## config.mk

```make
export PLATFORM = sky130hd
export DESIGN_NAME = control_sequencer
export DESIGN_NICKNAME = d
export VERILOG_FILES = /design/src/rtl/control_sequencer_pkg.sv /design/src/rtl/control_sequencer_decode.sv /design/src/rtl/control_sequencer.sv
export SDC_FILE = /design/constraint.sdc
export NUM_CORES = 1
export LEC_CHECK = 0
export ABC_AREA = 1
export ABC_CLOCK_PERIOD_IN_PS = 4000
export BUFFER_PORTS_ARGS = -buffer_cell sky130_fd_sc_hd__buf_2
export CAP_MARGIN = 20
export CORE_AREA = 2 2 51 53
export CTS_CLUSTER_DIAMETER = 120
export DETAILED_ROUTE_END_ITERATION = 10
export DIE_AREA = 0 0 53 55
export GPL_TIMING_DRIVEN = 1
export PLACE_DENSITY = 0.83
export SKIP_LAST_GASP = 1
export SLEW_MARGIN = 10
export SYNTH_ARGS = -nofsm -noshare
export SYNTH_HDL_FRONTEND = slang
export SYNTH_HIERARCHICAL = 1
export SYNTH_SLANG_ARGS = --single-unit
```

## constraint.sdc

```tcl
create_clock -name Clock -period 4 [get_ports Clock]
set_clock_uncertainty 0.1 [all_clocks]
set_input_delay 1 -clock Clock [delete_from_list [all_inputs] [get_ports Clock]]
set_output_delay 1 -clock Clock [all_outputs]
set_load 0.05 [all_outputs]
```

## src/rtl/control_sequencer_pkg.sv

```systemverilog
// Shared opcodes, ALU select codes, instruction classes and sequencer states
// for the single-bus CPU control unit.
package cpu_pkg;

  localparam int P_DATA_W  = 32;
  localparam int P_OPC_W   = 5;
  localparam int P_ALU_OPW = 4;

  localparam logic [P_OPC_W-1:0] OP_LD   = 5'd0;
  localparam logic [P_OPC_W-1:0] OP_LDI  = 5'd1;
  localparam logic [P_OPC_W-1:0] OP_ST   = 5'd2;
  localparam logic [P_OPC_W-1:0] OP_ADD  = 5'd3;
  localparam logic [P_OPC_W-1:0] OP_SUB  = 5'd4;
  localparam logic [P_OPC_W-1:0] OP_AND  = 5'd5;
  localparam logic [P_OPC_W-1:0] OP_OR   = 5'd6;
  localparam logic [P_OPC_W-1:0] OP_SHR  = 5'd7;
  localparam logic [P_OPC_W-1:0] OP_SHL  = 5'd8;
  localparam logic [P_OPC_W-1:0] OP_ADDI = 5'd9;
  localparam logic [P_OPC_W-1:0] OP_ANDI = 5'd10;
  localparam logic [P_OPC_W-1:0] OP_ORI  = 5'd11;
  localparam logic [P_OPC_W-1:0] OP_MUL  = 5'd12;
  localparam logic [P_OPC_W-1:0] OP_DIV  = 5'd13;
  localparam logic [P_OPC_W-1:0] OP_NOP  = 5'd14;
  localparam logic [P_OPC_W-1:0] OP_HALT = 5'd15;

  localparam logic [P_ALU_OPW-1:0] ALU_NONE = 4'd0;
  localparam logic [P_ALU_OPW-1:0] ALU_ADD  = 4'd1;
  localparam logic [P_ALU_OPW-1:0] ALU_SUB  = 4'd2;
  localparam logic [P_ALU_OPW-1:0] ALU_AND  = 4'd3;
  localparam logic [P_ALU_OPW-1:0] ALU_OR   = 4'd4;
  localparam logic [P_ALU_OPW-1:0] ALU_SHR  = 4'd5;
  localparam logic [P_ALU_OPW-1:0] ALU_SHL  = 4'd6;
  localparam logic [P_ALU_OPW-1:0] ALU_MUL  = 4'd7;
  localparam logic [P_ALU_OPW-1:0] ALU_DIV  = 4'd8;

  typedef enum logic [3:0] {
    C_RALU, C_IALU, C_LDI, C_LD, C_ST, C_MULDIV, C_NOP, C_HALT, C_ILLEGAL
  } cls_t;

  typedef enum logic [3:0] {
    S_RST, S_T0, S_T1, S_TRD, S_T2, S_T3, S_T4, S_T5, S_T6, S_T7, S_HALT
  } state_t;

endpackage

```

## src/rtl/control_sequencer_decode.sv

```systemverilog
// Opcode decoder: maps IR[31:27] to an instruction class and the ALU
// function used in that instruction's T4 step.
module ctrl_decode
  import cpu_pkg::*;
#(
  parameter int OPC_W   = P_OPC_W,
  parameter int ALU_OPW = P_ALU_OPW
) (
  input  logic [OPC_W-1:0]   i_opcode,
  output cls_t               o_cls,
  output logic [ALU_OPW-1:0] o_alu_op
);

  always_comb begin
    o_cls    = C_ILLEGAL;
    o_alu_op = ALU_NONE;
    case (i_opcode)
      OP_LD:   begin o_cls = C_LD;     o_alu_op = ALU_ADD; end
      OP_LDI:  begin o_cls = C_LDI;    o_alu_op = ALU_ADD; end
      OP_ST:   begin o_cls = C_ST;     o_alu_op = ALU_ADD; end
      OP_ADD:  begin o_cls = C_RALU;   o_alu_op = ALU_ADD; end
      OP_SUB:  begin o_cls = C_RALU;   o_alu_op = ALU_SUB; end
      OP_AND:  begin o_cls = C_RALU;   o_alu_op = ALU_AND; end
      OP_OR:   begin o_cls = C_RALU;   o_alu_op = ALU_OR;  end
      OP_SHR:  begin o_cls = C_RALU;   o_alu_op = ALU_SHR; end
      OP_SHL:  begin o_cls = C_RALU;   o_alu_op = ALU_SHL; end
      OP_ADDI: begin o_cls = C_IALU;   o_alu_op = ALU_ADD; end
      OP_ANDI: begin o_cls = C_IALU;   o_alu_op = ALU_AND; end
      OP_ORI:  begin o_cls = C_IALU;   o_alu_op = ALU_OR;  end
      OP_MUL:  begin o_cls = C_MULDIV; o_alu_op = ALU_MUL; end
      OP_DIV:  begin o_cls = C_MULDIV; o_alu_op = ALU_DIV; end
      OP_NOP:  o_cls = C_NOP;
      OP_HALT: o_cls = C_HALT;
      default: o_cls = C_ILLEGAL;
    endcase
  end

endmodule

```

## src/rtl/control_sequencer.sv

```systemverilog
// Hardwired control sequencer for the single-bus datapath: fetch, decode and
// per-class micro-steps, with memory-ready waits and halt handling.
module control_sequencer
  import cpu_pkg::*;
#(
  parameter int DATA_W  = P_DATA_W,
  parameter int OPC_W   = P_OPC_W,
  parameter int ALU_OPW = P_ALU_OPW
) (
  input  logic               Clock,
  input  logic               Clear,
  input  logic [DATA_W-1:0]  IR,
  input  logic               mem_ready,
  input  logic               Stop,
  output logic               PCout,
  output logic               PCin,
  output logic               IncPC,
  output logic               MARin,
  output logic               MDRin,
  output logic               MDRout,
  output logic               IRin,
  output logic               Yin,
  output logic               Zin,
  output logic               Zlowout,
  output logic               Zhighout,
  output logic               HIin,
  output logic               LOin,
  output logic               Cout,
  output logic               Gra,
  output logic               Grb,
  output logic               Grc,
  output logic               Rin,
  output logic               Rout,
  output logic               BAout,
  output logic               Read,
  output logic               Write,
  output logic [ALU_OPW-1:0] alu_op,
  output logic               Run,
  output logic               err,
  output state_t             dbg_state
);

  state_t             r_state;
  logic               r_err;
  cls_t               w_cls;
  logic [ALU_OPW-1:0] w_alu_op;
  state_t             w_fetch;
  logic               w_unused_ir;

  assign w_unused_ir = ^IR[DATA_W-OPC_W-1:0];

  ctrl_decode #(.OPC_W(OPC_W), .ALU_OPW(ALU_OPW)) u_decode (
    .i_opcode (IR[DATA_W-1 -: OPC_W]),
    .o_cls    (w_cls),
    .o_alu_op (w_alu_op)
  );

  // Stop is looked at on the edge that would enter T0, so T0 never shows strobes.
  assign w_fetch = Stop ? S_HALT : S_T0;

  always_ff @(posedge Clock or posedge Clear) begin
    if (Clear) begin
      r_state <= S_RST;
      r_err   <= 1'b0;
    end else begin
      case (r_state)
        S_RST: r_state <= w_fetch;
        S_T0:  r_state <= S_T1;
        S_T1:  r_state <= S_TRD;
        S_TRD: if (mem_ready) r_state <= S_T2;
        S_T2:  r_state <= S_T3;
        S_T3: begin
          case (w_cls)
            C_NOP:     r_state <= w_fetch;
            C_HALT:    r_state <= S_HALT;
            C_ILLEGAL: begin r_state <= S_HALT; r_err <= 1'b1; end
            default:   r_state <= S_T4;
          endcase
        end
        S_T4: r_state <= S_T5;
        S_T5: r_state <= (w_cls inside {C_LD, C_ST, C_MULDIV}) ? S_T6 : w_fetch;
        S_T6: begin
          if (w_cls == C_LD) begin
            if (mem_ready) r_state <= S_T7;
          end else if (w_cls == C_ST) r_state <= S_T7;
          else r_state <= w_fetch;
        end
        S_T7: if (w_cls != C_ST || mem_ready) r_state <= w_fetch;
        default: r_state <= S_HALT;
      endcase
    end
  end

  always_comb begin
    {PCout, PCin, IncPC, MARin, MDRin, MDRout, IRin, Yin, Zin, Zlowout,
     Zhighout, HIin, LOin, Cout, Gra, Grb, Grc, Rin, Rout, BAout,
     Read, Write} = '0;
    alu_op = '0;
    case (r_state)
      S_T0:  begin PCout = 1'b1; MARin = 1'b1; IncPC = 1'b1; Zin = 1'b1; end
      S_T1:  begin Zlowout = 1'b1; PCin = 1'b1; end
      S_TRD: begin Read = 1'b1; MDRin = 1'b1; end
      S_T2:  begin MDRout = 1'b1; IRin = 1'b1; end
      S_T3: begin
        case (w_cls)
          C_RALU, C_IALU:     begin Grb = 1'b1; Rout = 1'b1;  Yin = 1'b1; end
          C_LDI, C_LD, C_ST:  begin Grb = 1'b1; BAout = 1'b1; Yin = 1'b1; end
          C_MULDIV:           begin Gra = 1'b1; Rout = 1'b1;  Yin = 1'b1; end
          default: ;
        endcase
      end
      S_T4: begin
        case (w_cls)
          C_RALU:   begin Grc = 1'b1; Rout = 1'b1; Zin = 1'b1; alu_op = w_alu_op; end
          C_MULDIV: begin Grb = 1'b1; Rout = 1'b1; Zin = 1'b1; alu_op = w_alu_op; end
          C_IALU, C_LDI, C_LD, C_ST: begin Cout = 1'b1; Zin = 1'b1; alu_op = w_alu_op; end
          default: ;
        endcase
      end
      S_T5: begin
        case (w_cls)
          C_RALU, C_IALU, C_LDI: begin Zlowout = 1'b1; Gra = 1'b1; Rin = 1'b1; end
          C_LD, C_ST:            begin Zlowout = 1'b1; MARin = 1'b1; end
          C_MULDIV:              begin Zlowout = 1'b1; LOin = 1'b1; end
          default: ;
        endcase
      end
      S_T6: begin
        case (w_cls)
          C_LD:     begin Read = 1'b1; MDRin = 1'b1; end
          C_ST:     begin Gra = 1'b1; Rout = 1'b1; MDRin = 1'b1; end
          C_MULDIV: begin Zhighout = 1'b1; HIin = 1'b1; end
          default: ;
        endcase
      end
      S_T7: begin
        case (w_cls)
          C_LD:    begin MDRout = 1'b1; Gra = 1'b1; Rin = 1'b1; end
          C_ST:    Write = 1'b1;
          default: ;
        endcase
      end
      default: ;
    endcase
  end

  assign Run       = (r_state != S_RST) && (r_state != S_HALT);
  assign err       = r_err;
  assign dbg_state = r_state;

endmodule

```

Word level (Yosys, flattened, before mapping). Index checks and enable logic that the tools add are counted.

Equality and inequality tests: 37. Multiplexer cells: 45. Reductions and logical operators: 24.

Operator list (number): case mux 4 bit (8 select lines) (2); == test 5 x 4 -> 1 bit (second input constant) (8); case mux 4 bit (10 select lines) (1); 2-to-1 mux 4 bit (9); == test 4 x 3 -> 1 bit (second input constant) (8); 2-to-1 mux 1 bit (22); == test 5 x 3 -> 1 bit (second input constant) (4); == test 4 x 2 -> 1 bit (second input constant) (4); case mux 1 bit (2 select lines) (8); == test 4 bit (second input constant) (3); OR reduction 2 bit (6); OR reduction 3 bit (4); OR reduction 6 bit (2); == test 5 x 2 -> 1 bit (second input constant) (2); OR reduction 5 bit (2); == test 4 x 1 -> 1 bit (second input constant) (2); zero test 4 bit (2); case mux 4 bit (2 select lines) (1); == test 5 x 1 -> 1 bit (second input constant) (1); zero test 5 bit (1); != test 2 bit (second input constant) (2); != test 4 x 3 -> 1 bit (second input constant) (1); != test 4 bit (second input constant) (1); case mux 1 bit (4 select lines) (1); 9 further kinds (9).

Register bits after elaboration: 5. Input bits: 36. Output and inout port bits: 32.

Longest topological paths before layout. Gate-level depths: netlist (run 1).

Depth in word-level cells: 7. Gate-level depth with buffers: 16.

Modules after synthesis. The synthesis (run 1) kept the hierarchy.

Modules (own cells, without submodules): control_sequencer (times used 1, cells each 149, area an instance 813.3 µm², seq. area each 125.1 µm²); ctrl_decode (times used 1, cells each 47, area an instance 220.2 µm², seq. area each 0.0 µm²).

Worst setup path before layout (run 1). OpenSTA, ideal clock, no wires.

Kind: input-to-output. Start: in IR[30]. End: out MARin. Data arrival time: 3.102 ns. Data required time: 2.900 ns. Setup slack: -0.202 ns. Stages on the path: 9. Cells stage by stage: nor2_1 > inv_1 > o31ai_1 > inv_2 > nor2_2 > nand2_2 > nand2_1 > inv_1 > o21ai_0.

Word-level cells in the longest chain between the ends: 7.

Ends and longest elaborated chain: start, declared (RTL line control_sequencer.sv:12) `input logic [DATA_W-1:0] IR,`; == test 5 x 2 -> 1 bit, or another cell as far along (RTL line control_sequencer_decode.sv:17) `case (i_opcode)`; OR reduction 6 bit (no line), or another cell as far along; case mux 4 bit (8 select lines) (*) (RTL line control_sequencer_decode.sv:17); named net w_cls[2] (RTL line control_sequencer.sv:45) `cls_t w_cls;`; == test 4 x 2 -> 1 bit or == test 4 x 3 -> 1 bit (tied branches) (RTL line control_sequencer.sv:121) `case (w_cls)`; OR reduction 2 bit (no line) (*); 2-to-1 mux 1 bit (*) (RTL line control_sequencer.sv:121); case mux 1 bit (2 select lines) (*) (RTL line control_sequencer.sv:99) `case (r_state)`; end, declared (RTL line control_sequencer.sv:18) `output logic MARin,`.

The timed path passes the listed nets; every way through them passes the cells marked *.

Worst setup path in the final report (run 1). Ends and elaborated chain as after synthesis.

==> summary.txt, run 1 <==
Clock tree
  • H-tree depth: 1
  • Worst skew pair latency: 0.24 ns
  • Post_cts resized: 0
  • Clk sink count: 5
  • Clock Tree Root: clkbuf_4
  • Post-CTS Setup Repair Bufs: 0
  • CTS tree: yes
  • CTS max path bufs: 2
  • Hold bufs inserted after CTS: 0
  • CTS buffer count: 3
  • Clk slew on worst S/H paths: 0.04 ns

Setup path
  • Reg-to-reg slack, setup: 2.45 ns
  • Startpoint Class: input pin
  • FF-to-FF End: dbg_state[0]$_DFFE_PP0P_
  • Largest fanout on the critical path: 6
  • Critical path's largest stage delay: 0.28 ns
  • Req. time, crit path: 2.90 ns
  • Reg2Reg Depth: 6
  • CP Class: in2out
  • Setup crit end kind: primary output
  • CP Cell Sequence: buf_2, nor2_1, inv_1, o31ai_1, buf_4, inv_2, nor2_2, nand2_2, nand2_1, inv_1, o21ai_1, buf_2
  • Slowest CP cell: buf_2
  • Critical path arrival: 2.72 ns
  • Worst r2r src: dbg_state[2]$_DFFE_PP0P_

Synthesis
  • Async SR Flop Fraction: 100%
  • Top FF cell, synth: dfrtp_1
  • Synth area leaders: nand2_1 19%, nor2_1 14%, dfrtp_1 12%
  • Mapped Avg Cell Area: 5.27 um2
  • Number of synthesis warnings: 6
  • Post-synth top area share: 18.5%
  • Register bit total from synthesis: 5
  • Post-synth top area cell: nand2_1
  • Distinct cell type count after synthesis: 27
  • Synth Instances: 196
  • Number of enable flip-flop cells after synthesis: 0
  • Sequential-to-total area share from yosys stat: 12.1%
  • Cell Area, Synth: 1030 um2
  • Synth Net Count: 232

Finish
  • Final Instance Count excl. Fillers: 271
  • ANT cells: 0
  • Area grow syn2layout: 27.6%
  • Post-route cell area: 1320 um2
  • Layout cells sized above 1: 33.6%
  • # nets final: 278
  • Final core occ: 55.8%

Min path
  • Hold wc startpoint: err$_DFFE_PP0P_
  • Hold Path Depth: 1
  • Hold Crit Endpoint: err$_DFFE_PP0P_
  • Hold WC Path Type: reg2reg

Timing
  • Slew @ Worst Pin: 0.314 ns
  • RSZ-0062 raised after global routing: false
  • Max Slew Vio Count: 0
  • Final WS setup: 0.182 ns
  • Final setup vio count: 0
  • Worst rel slew slack: 79.0%
  • Max frequency: 0.262 GHz
  • Post-route minimum period: 3.82 ns
  • Final hold viol count: 0
  • Final TNS setup: 0 ns
  • Fin crit share: 95.4%
  • Min Hold Slack: 0.357 ns

Detailed routing
  • Via-to-Cell Ratio: 4.92
  • Final WL: 2810 um
  • DRC violations left: 0
  • Total number of vias: 1332
  • DRT iter0 DRCs: 36
  • WL/cell: 10.4 um
  • DRT antenna net count: 0
  • Initial DRT Pass Iterations: 4

Floorplan
  • Starting density of the core: 43.7%
  • Rows: 18
  • Die Span X: 53 um
  • Die height: 55 um
  • IO Pins: 68
  • Die area: 2920 um2
  • Std-Cell Core Area: 2360 um2

Placement
  • Setup WS pre-CTS: 0.183 ns
  • Post-DP HPWL: 2380 um
  • Post-placement cell count: 267
  • GPL Wtd Cong: 0.890
  • Area after DPL: 1280 um2
  • PortBufs: 40

Status
  • Status: completed

GRT
  • All-layer global routing usage: 19.7%
  • First-pass GRT wire length: 4390 um
  • Vias in the first global route: 1144
  • Initial antenna violation count: 0
  • Largest net degree at the start of global routing: 9
  • GRT overflow: 0

Pwr
  • Power Dens Cells: 614 nW/um2
  • Total power: 0.810 mW
  • Peak VDD IR: 584 uV
  • Leakage: 0.794 nW

Flow run
  • Max-cap violation count: 0
[critical path, delay by kind of cell]
kind | cells | cell delay, ns
buf+inv | 6 | 0.77
simple gates | 4 | 0.57
compound gates | 2 | 0.37
[registers in the layout, indices dropped and copies added, names as in the netlist]
signal and flops:
dbg_state 4, err 1
[cells in the mapped netlist, types with 4 or more instances]
library cell and number:
nor2_4 5, nand2_1 51, nor2_2 5, nand3_1 19
nor2_1 38, inv_2 11, a21oi_1 4, dfrtp_1 5
nand3_2 4, inv_1 28
[metal layers]
layer	GRT usage (%)	vias to the layer above	wire length, um
met5	0	-	0
met4	5.98	0	16
met3	1.08	2	155
met2	36.7	48	1380
met1	24.4	586	1260
li1	-	696	-
[placed cells by master, fill, tap and decap left out]
cell,Yosys,final
buf_2,0,38
a211oi_1,3,3
nand3_2,4,4
o31ai_1,1,1
a22oi_1,1,1
o21a_1,1,1
nand3_1,19,19
nand3b_1,1,1
nor3_1,2,2
dfrtp_1,5,5
o21bai_2,1,1
nand2_1,51,51
clkbuf_4,0,5
a21oi_1,4,4
o21ai_1,1,2
nor2_4,5,5
buf_4,2,4
o21ai_0,2,1
inv_2,11,11
o22ai_1,3,3
clkbuf_1,1,1
nor2_1,38,36
nor2_2,5,7
nor3_4,1,1
inv_1,28,28
or2_0,1,1
o21ai_2,1,1
nand2_2,3,3
a21o_2,1,1
[worst max path at each step]
stage / cells after the start / end / start / slack, ns
6_report: 12 / MARin / IR[30] / 0.18
5_1_grt: 12 / alu_op[0] / IR[30] / 0.0004
3_5_place_dp: 12 / alu_op[1] / IR[31] / 0.18
4_1_cts: 12 / alu_op[1] / IR[31] / 0.18
3_3_place_gp: 14 / alu_op[3] / IR[31] / 0.19
2_1_floorplan: 7 / BAout / IR[30] / -0.17
[cell families (layout without fill, tap and decap cells)]
logic type      count (synthesis)  after routing  share of synthesized area, %
flops                           5              5                          12.1
buf+inv                        42             87                          16.0
simple gates                  130            130                          59.6
compound gates                 19             19                          12.3
[power by group]
| part | total [mW] | switching, mW | internal (mW) |
|---|---|---|---|
| clock network | 0.0592 | 0.0215 | 0.0378 |
| logic | 0.643 | 0.489 | 0.154 |
| registers | 0.107 | 0.0318 | 0.0752 |
| total | 0.810 | 0.543 | 0.267 |
[area by class of cell]
class | instances | area (um2)
fill | 259 | 1050
sequential | 5 | 125
multi-input combinational | 149 | 748
clock buffer | 4 | 26.3
timing repair buffer | 44 | 235
inverter | 39 | 146
tap | 30 | 37.5
Power figures use the tool's default switching activity.
==> run 2, diff against run 1 <==
- ABC_CLOCK_PERIOD_IN_PS: 4000 -> 4900
- clock period: 4 -> 4.9 ns (I/O delays scaled with it)
==> run 2 against run 1 <==
Sequential share of layout area increased by 0.30 points. Cell area shrank 3.0%. Non-clock buffer count fell by 4. Critical path depth fell by 1. Utilization down 1.7 points. Clock-buffer cell count did not move. Register-to-register slack better by 0.89 ns. Worst setup slack improved by 0.26 ns. Flip-flop and latch count is the same. Cell count shrank 1.5%. First-iteration DRC count fell by 11%. Routed wire length fell by 5.2%. Critical path type unchanged. Highest routed layer unchanged.
==> summary.txt, run 2 (synthesis gave the netlist of run 1 again) <==
Status
  • Status: completed

Timing
  • Slew @ Worst Pin: 0.415 ns
  • Fin crit share: 91.0%
  • Final setup vio count: 0
  • RSZ-0062 raised after global routing: false
  • Max Slew Vio Count: 0
  • Final hold viol count: 0
  • Min Hold Slack: 0.354 ns
  • Post-route minimum period: 4.46 ns
  • Max frequency: 0.224 GHz
  • Final TNS setup: 0 ns
  • Worst rel slew slack: 72.1%

Clock tree
  • CTS tree: yes
  • Hold bufs inserted after CTS: 0
  • Clock Tree Root: clkbuf_4
  • CTS max path bufs: 2
  • Clk slew on worst S/H paths: 0.04 ns
  • CTS buffer count: 3
  • Post-CTS Setup Repair Bufs: 0
  • Worst skew pair latency: 0.24 ns
  • Post_cts resized: 0
  • H-tree depth: 1
  • Clk sink count: 5

Pwr
  • Total power: 0.657 mW
  • Power Dens Cells: 514 nW/um2
  • Peak VDD IR: 541 uV
  • Leakage: 0.777 nW

Setup path
  • Reg-to-reg slack, setup: 3.34 ns
  • Req. time, crit path: 3.58 ns
  • Startpoint Class: input pin
  • Critical path arrival: 3.13 ns
  • Largest fanout on the critical path: 6
  • CP Class: in2out
  • Worst r2r src: dbg_state[2]$_DFFE_PP0P_
  • FF-to-FF End: dbg_state[0]$_DFFE_PP0P_
  • Reg2Reg Depth: 6
  • Setup crit end kind: primary output

Finish
  • Final core occ: 54.1%
  • # nets final: 274
  • Most frequent cells in the layout: 51 x nand2_1, 40 x buf_2, 38 x nor2_1, 28 x inv_1, 19 x nand3_1
  • ANT cells: 0
  • Post-route cell area: 1280 um2
  • Layout cells sized above 1: 31.6%
  • Most common cell after layout, fill and taps aside: nand2_1
  • Area grow syn2layout: 23.7%
  • Number of flip-flops in the largest register: 4

Detailed routing
  • DRT iter0 DRCs: 32
  • Total number of vias: 1306
  • Final WL: 2670 um
  • Initial DRT Pass Iterations: 4
  • WL/cell: 9.99 um
  • DRC violations left: 0
  • DRT antenna net count: 0
  • Via-to-Cell Ratio: 4.89

GRT
  • GRT overflow: 0
  • Initial antenna violation count: 0
  • Largest net degree at the start of global routing: 9
  • Vias in the first global route: 1120
  • All-layer global routing usage: 19.6%
  • First-pass GRT wire length: 4390 um

Min path
  • Hold wc startpoint: err$_DFFE_PP0P_
  • Hold Crit Endpoint: err$_DFFE_PP0P_
  • Hold Path Depth: 1
  • Hold WC Path Type: reg2reg

Flow run
  • Max-cap violation count: 0

Placement
  • GPL Wtd Cong: 0.928
  • Post-DP HPWL: 2270 um
  • PortBufs: 40
  • Area after DPL: 1250 um2

Floorplan
  • Std-Cell Core Area: 2360 um2
  • Starting density of the core: 43.7%
  • Rows: 18
  • Die area: 2920 um2
  • Die height: 55 um
  • IO Pins: 68
  • Die Span X: 53 um
## run 2: cell type report
class                      count  area [um2]
clock buffer                   4        26.3
multi-input combinational    149         743
tap                           30        37.5
inverter                      39         146
timing repair buffer          40         200
sequential                     5         125
fill                         255        1090
## run 2: worst max-delay path by stage
stage               startpoint         to  slack [ns]  depth (start not counted)
floorplan               IR[30]      MARin        0.25                          9
global placement        IR[30]  alu_op[3]        0.47                         11
detailed placement      IR[30]  alu_op[3]        0.46                         11
CTS                     IR[30]  alu_op[3]        0.45                         11
global route            IR[30]  alu_op[2]        0.25                         11
finish                  IR[30]  alu_op[3]        0.44                         11
## run 2: power breakdown
part,total [mW],internal (mW),switching (mW)
Sequential,0.0865,0.0614,0.0251
Combinational,0.523,0.123,0.400
Clock,0.0469,0.0307,0.0162
## run 2: worst max-delay path: stages
cell and delay (ns):
buf_2 0.14, nor2_1 0.15, inv_1 0.07, o31ai_1 0.37, inv_2 0.09, nor2_2 0.17, nand3_1 0.22, inv_1 0.20
o21ai_2 0.11, nor2_1 0.11, buf_2 0.27
## run 2: through the flow
stage / cells / setup WS, ns
final: 267 / 0.443
after global routing: 267 / 0.252
after CTS: 267 / 0.454
after detailed placement: 263 / 0.462
after global placement: 263 / 0.466
after floorplan: 196 / 0.248
## run 2: per-layer routing
metal  up-vias  global-route usage (%)  share of wire, %
met5         -                       0                 0
met4         0                    5.13              0.41
met3         2                    1.08               6.3
met2        45                    34.6                48
met1       567                    26.0                45
li1        692                       -                 -
==> run 3, diff against run 2 <==
- PLACE_DENSITY: 0.83 -> 0.92
==> run 3 against run 2 <==
Combinational power is 1% higher. Routed wire length is 11% higher. Die area stayed put. Power is 1.0% higher. Sequential share of layout area stayed put. Cell count stayed put. Flip-flop and latch count stayed put. Cell area stayed put. Via count is 4.4% higher. Sequential power is 3.5% higher.
==> summary.txt, run 3 (synthesis gave the netlist of run 1 again) <==
Setup path
  • CP Cell Sequence: buf_2, nor2_1, inv_1, o31ai_1, inv_2, nor2_2, nand3_1, inv_1, o21ai_2, nor2_1, buf_2
  • Slowest CP cell: o31ai_1
  • Largest fanout on the critical path: 6
  • Startpoint Class: input pin
  • Critical path's largest stage delay: 0.38 ns
  • Buf/Inv on CP: 5
  • Req. time, crit path: 3.58 ns
  • Reg2Reg Depth: 6
  • CP Depth: 11
  • Critical path arrival: 3.17 ns
  • Worst r2r src: dbg_state[2]$_DFFE_PP0P_
  • CP startpoint: IR[30]
  • Setup crit end kind: primary output
  • Crit-path leading delay family: buffers and inverters
  • CP Class: in2out

Detailed routing
  • Total number of vias: 1364
  • Initial DRT Pass Iterations: 4
  • DR top layer: met4
  • Via-to-Cell Ratio: 5.11
  • Met1 Wirelength: 1240 um
  • WL/cell: 11.0 um
  • Routed wl met2: 1420 um
  • Final WL: 2950 um
  • Routed met3 length: 226 um
  • DRT antenna net count: 0
  • DRC violations left: 0
  • DRT iter0 DRCs: 47

Flow run
  • Max-cap violation count: 0

Finish
  • # nets final: 274
  • Register Area: 125 um2
  • Final core occ: 54.1%
  • Most common cell after layout, fill and taps aside: nand2_1
  • Area of the multi-input gates: 743 um2
  • Most frequent cells in the layout: 51 x nand2_1, 40 x buf_2, 38 x nor2_1, 28 x inv_1, 19 x nand3_1
  • ANT cells: 0
  • Layout cells sized above 1: 31.6%
  • Area grow syn2layout: 23.7%
  • Number of flip-flops in the largest register: 4
  • # fillers: 274

Min path
  • Hold WC Path Type: reg2reg
  • Hold wc startpoint: err$_DFFE_PP0P_
  • Hold Path Depth: 1

Timing
  • Slew @ Worst Pin: 0.431 ns
  • Final WS setup: 0.405 ns
  • Final TNS setup: 0 ns
  • Worst rel slew slack: 71.0%
  • Final hold viol count: 0
  • Post-route minimum period: 4.49 ns
  • Final setup vio count: 0
  • Fin crit share: 91.7%
  • RSZ-0062 raised after global routing: false
  • Max Slew Vio Count: 0
  • Max frequency: 0.222 GHz

Clock tree
  • Worst skew pair latency: 0.23 ns
  • CTS buffer count: 3
  • CTS tree: yes
  • Hold bufs inserted after CTS: 0
  • Clock Tree Root: clkbuf_4
  • H-tree depth: 1
  • Clk sink count: 5
  • Post_cts resized: 0
  • Post-CTS Setup Repair Bufs: 0
  • CTS max path bufs: 2
  • Clk slew on worst S/H paths: 0.04 ns

Floorplan
  • Die Span X: 53 um
  • Rows: 18
  • Starting density of the core: 43.7%
  • Die height: 55 um
  • Std-Cell Core Area: 2360 um2
  • Die area: 2920 um2
  • IO Pins: 68

Pwr
  • Register share of total power: 13.5%
  • Power Dens Cells: 519 nW/um2
  • Leakage: 0.777 nW
  • Cell Int Power: 0.215 mW
  • Peak VDD IR: 617 uV
  • Combinational power share: 79.6%
  • Switching Fraction: 67.5%
  • Switching power of the nets: 0.448 mW
  • Clock Power Share: 6.9%

GRT
  • Initial antenna violation count: 0
  • GRT overflow: 0
  • Vias in the first global route: 1126
  • First-pass GRT wire length: 4590 um
  • Largest net degree at the start of global routing: 9
  • All-layer global routing usage: 20.7%

Placement
  • Setup WS pre-CTS: 0.425 ns
  • PortBufs: 40
  • Post-DP HPWL: 2460 um
  • GPL Wtd Cong: 0.885

Status
  • Status: completed
==> run 3: cell counts in the layout (fill, tap and decap cells not counted) <==
No cell type changed its count.
==> run 3: layout make-up <==
| type | instances | area share, % |
|---|---|---|
| multi-input combinational | 149 | 58.1 |
| timing repair buffer | 40 | 15.7 |
| inverter | 39 | 11.4 |
| sequential | 5 | 9.78 |
| tap | 30 | 2.94 |
| clock buffer | 4 | 2.05 |
==> run 3: final timing paths <==
kind	to	slack, ns
max	alu_op[2]	0.41
min	err$_DFFE_PP0P_	0.35
max reg2reg	dbg_state[0]$_DFFE_PP0P_	3.29
min reg2reg	err$_DFFE_PP0P_	0.35
max in group asynchronous	dbg_state[2]$_DFFE_PP0P_	3.76
min in group asynchronous	dbg_state[0]$_DFFE_PP0P_	0.78
==> run 3: power groups by stage <==
| stage | clock network (mW) | registers [mW] | logic, mW |
|---|---|---|---|
| after floorplan | 0 | 0.149 | 0.359 |
| after global placement | 0 | 0.0878 | 0.517 |
| after detailed placement | 0 | 0.0889 | 0.523 |
| after CTS | 0.0482 | 0.0886 | 0.525 |
| after global routing | 0.0517 | 0.0905 | 0.576 |
| final | 0.0456 | 0.0895 | 0.528 |
==> run 3: layer usage <==
layer	GRT usage, %	vias up
met5	0	-
met4	9.40	0
met3	1.08	6
met2	36.0	56
met1	26.6	607
li1	-	695
==> run 3: per-stage QoR <==
stage / std cells / power, mW / hold WS, ns / area (um2)
after floorplan: 196 / 0.509 / 0.683 / 1030
after global placement: 263 / 0.605 / 0.342 / 1250
after detailed placement: 263 / 0.612 / 0.342 / 1250
after CTS: 267 / 0.662 / 0.354 / 1280
after global routing: 267 / 0.718 / 0.367 / 1280
final: 267 / 0.663 / 0.351 / 1280
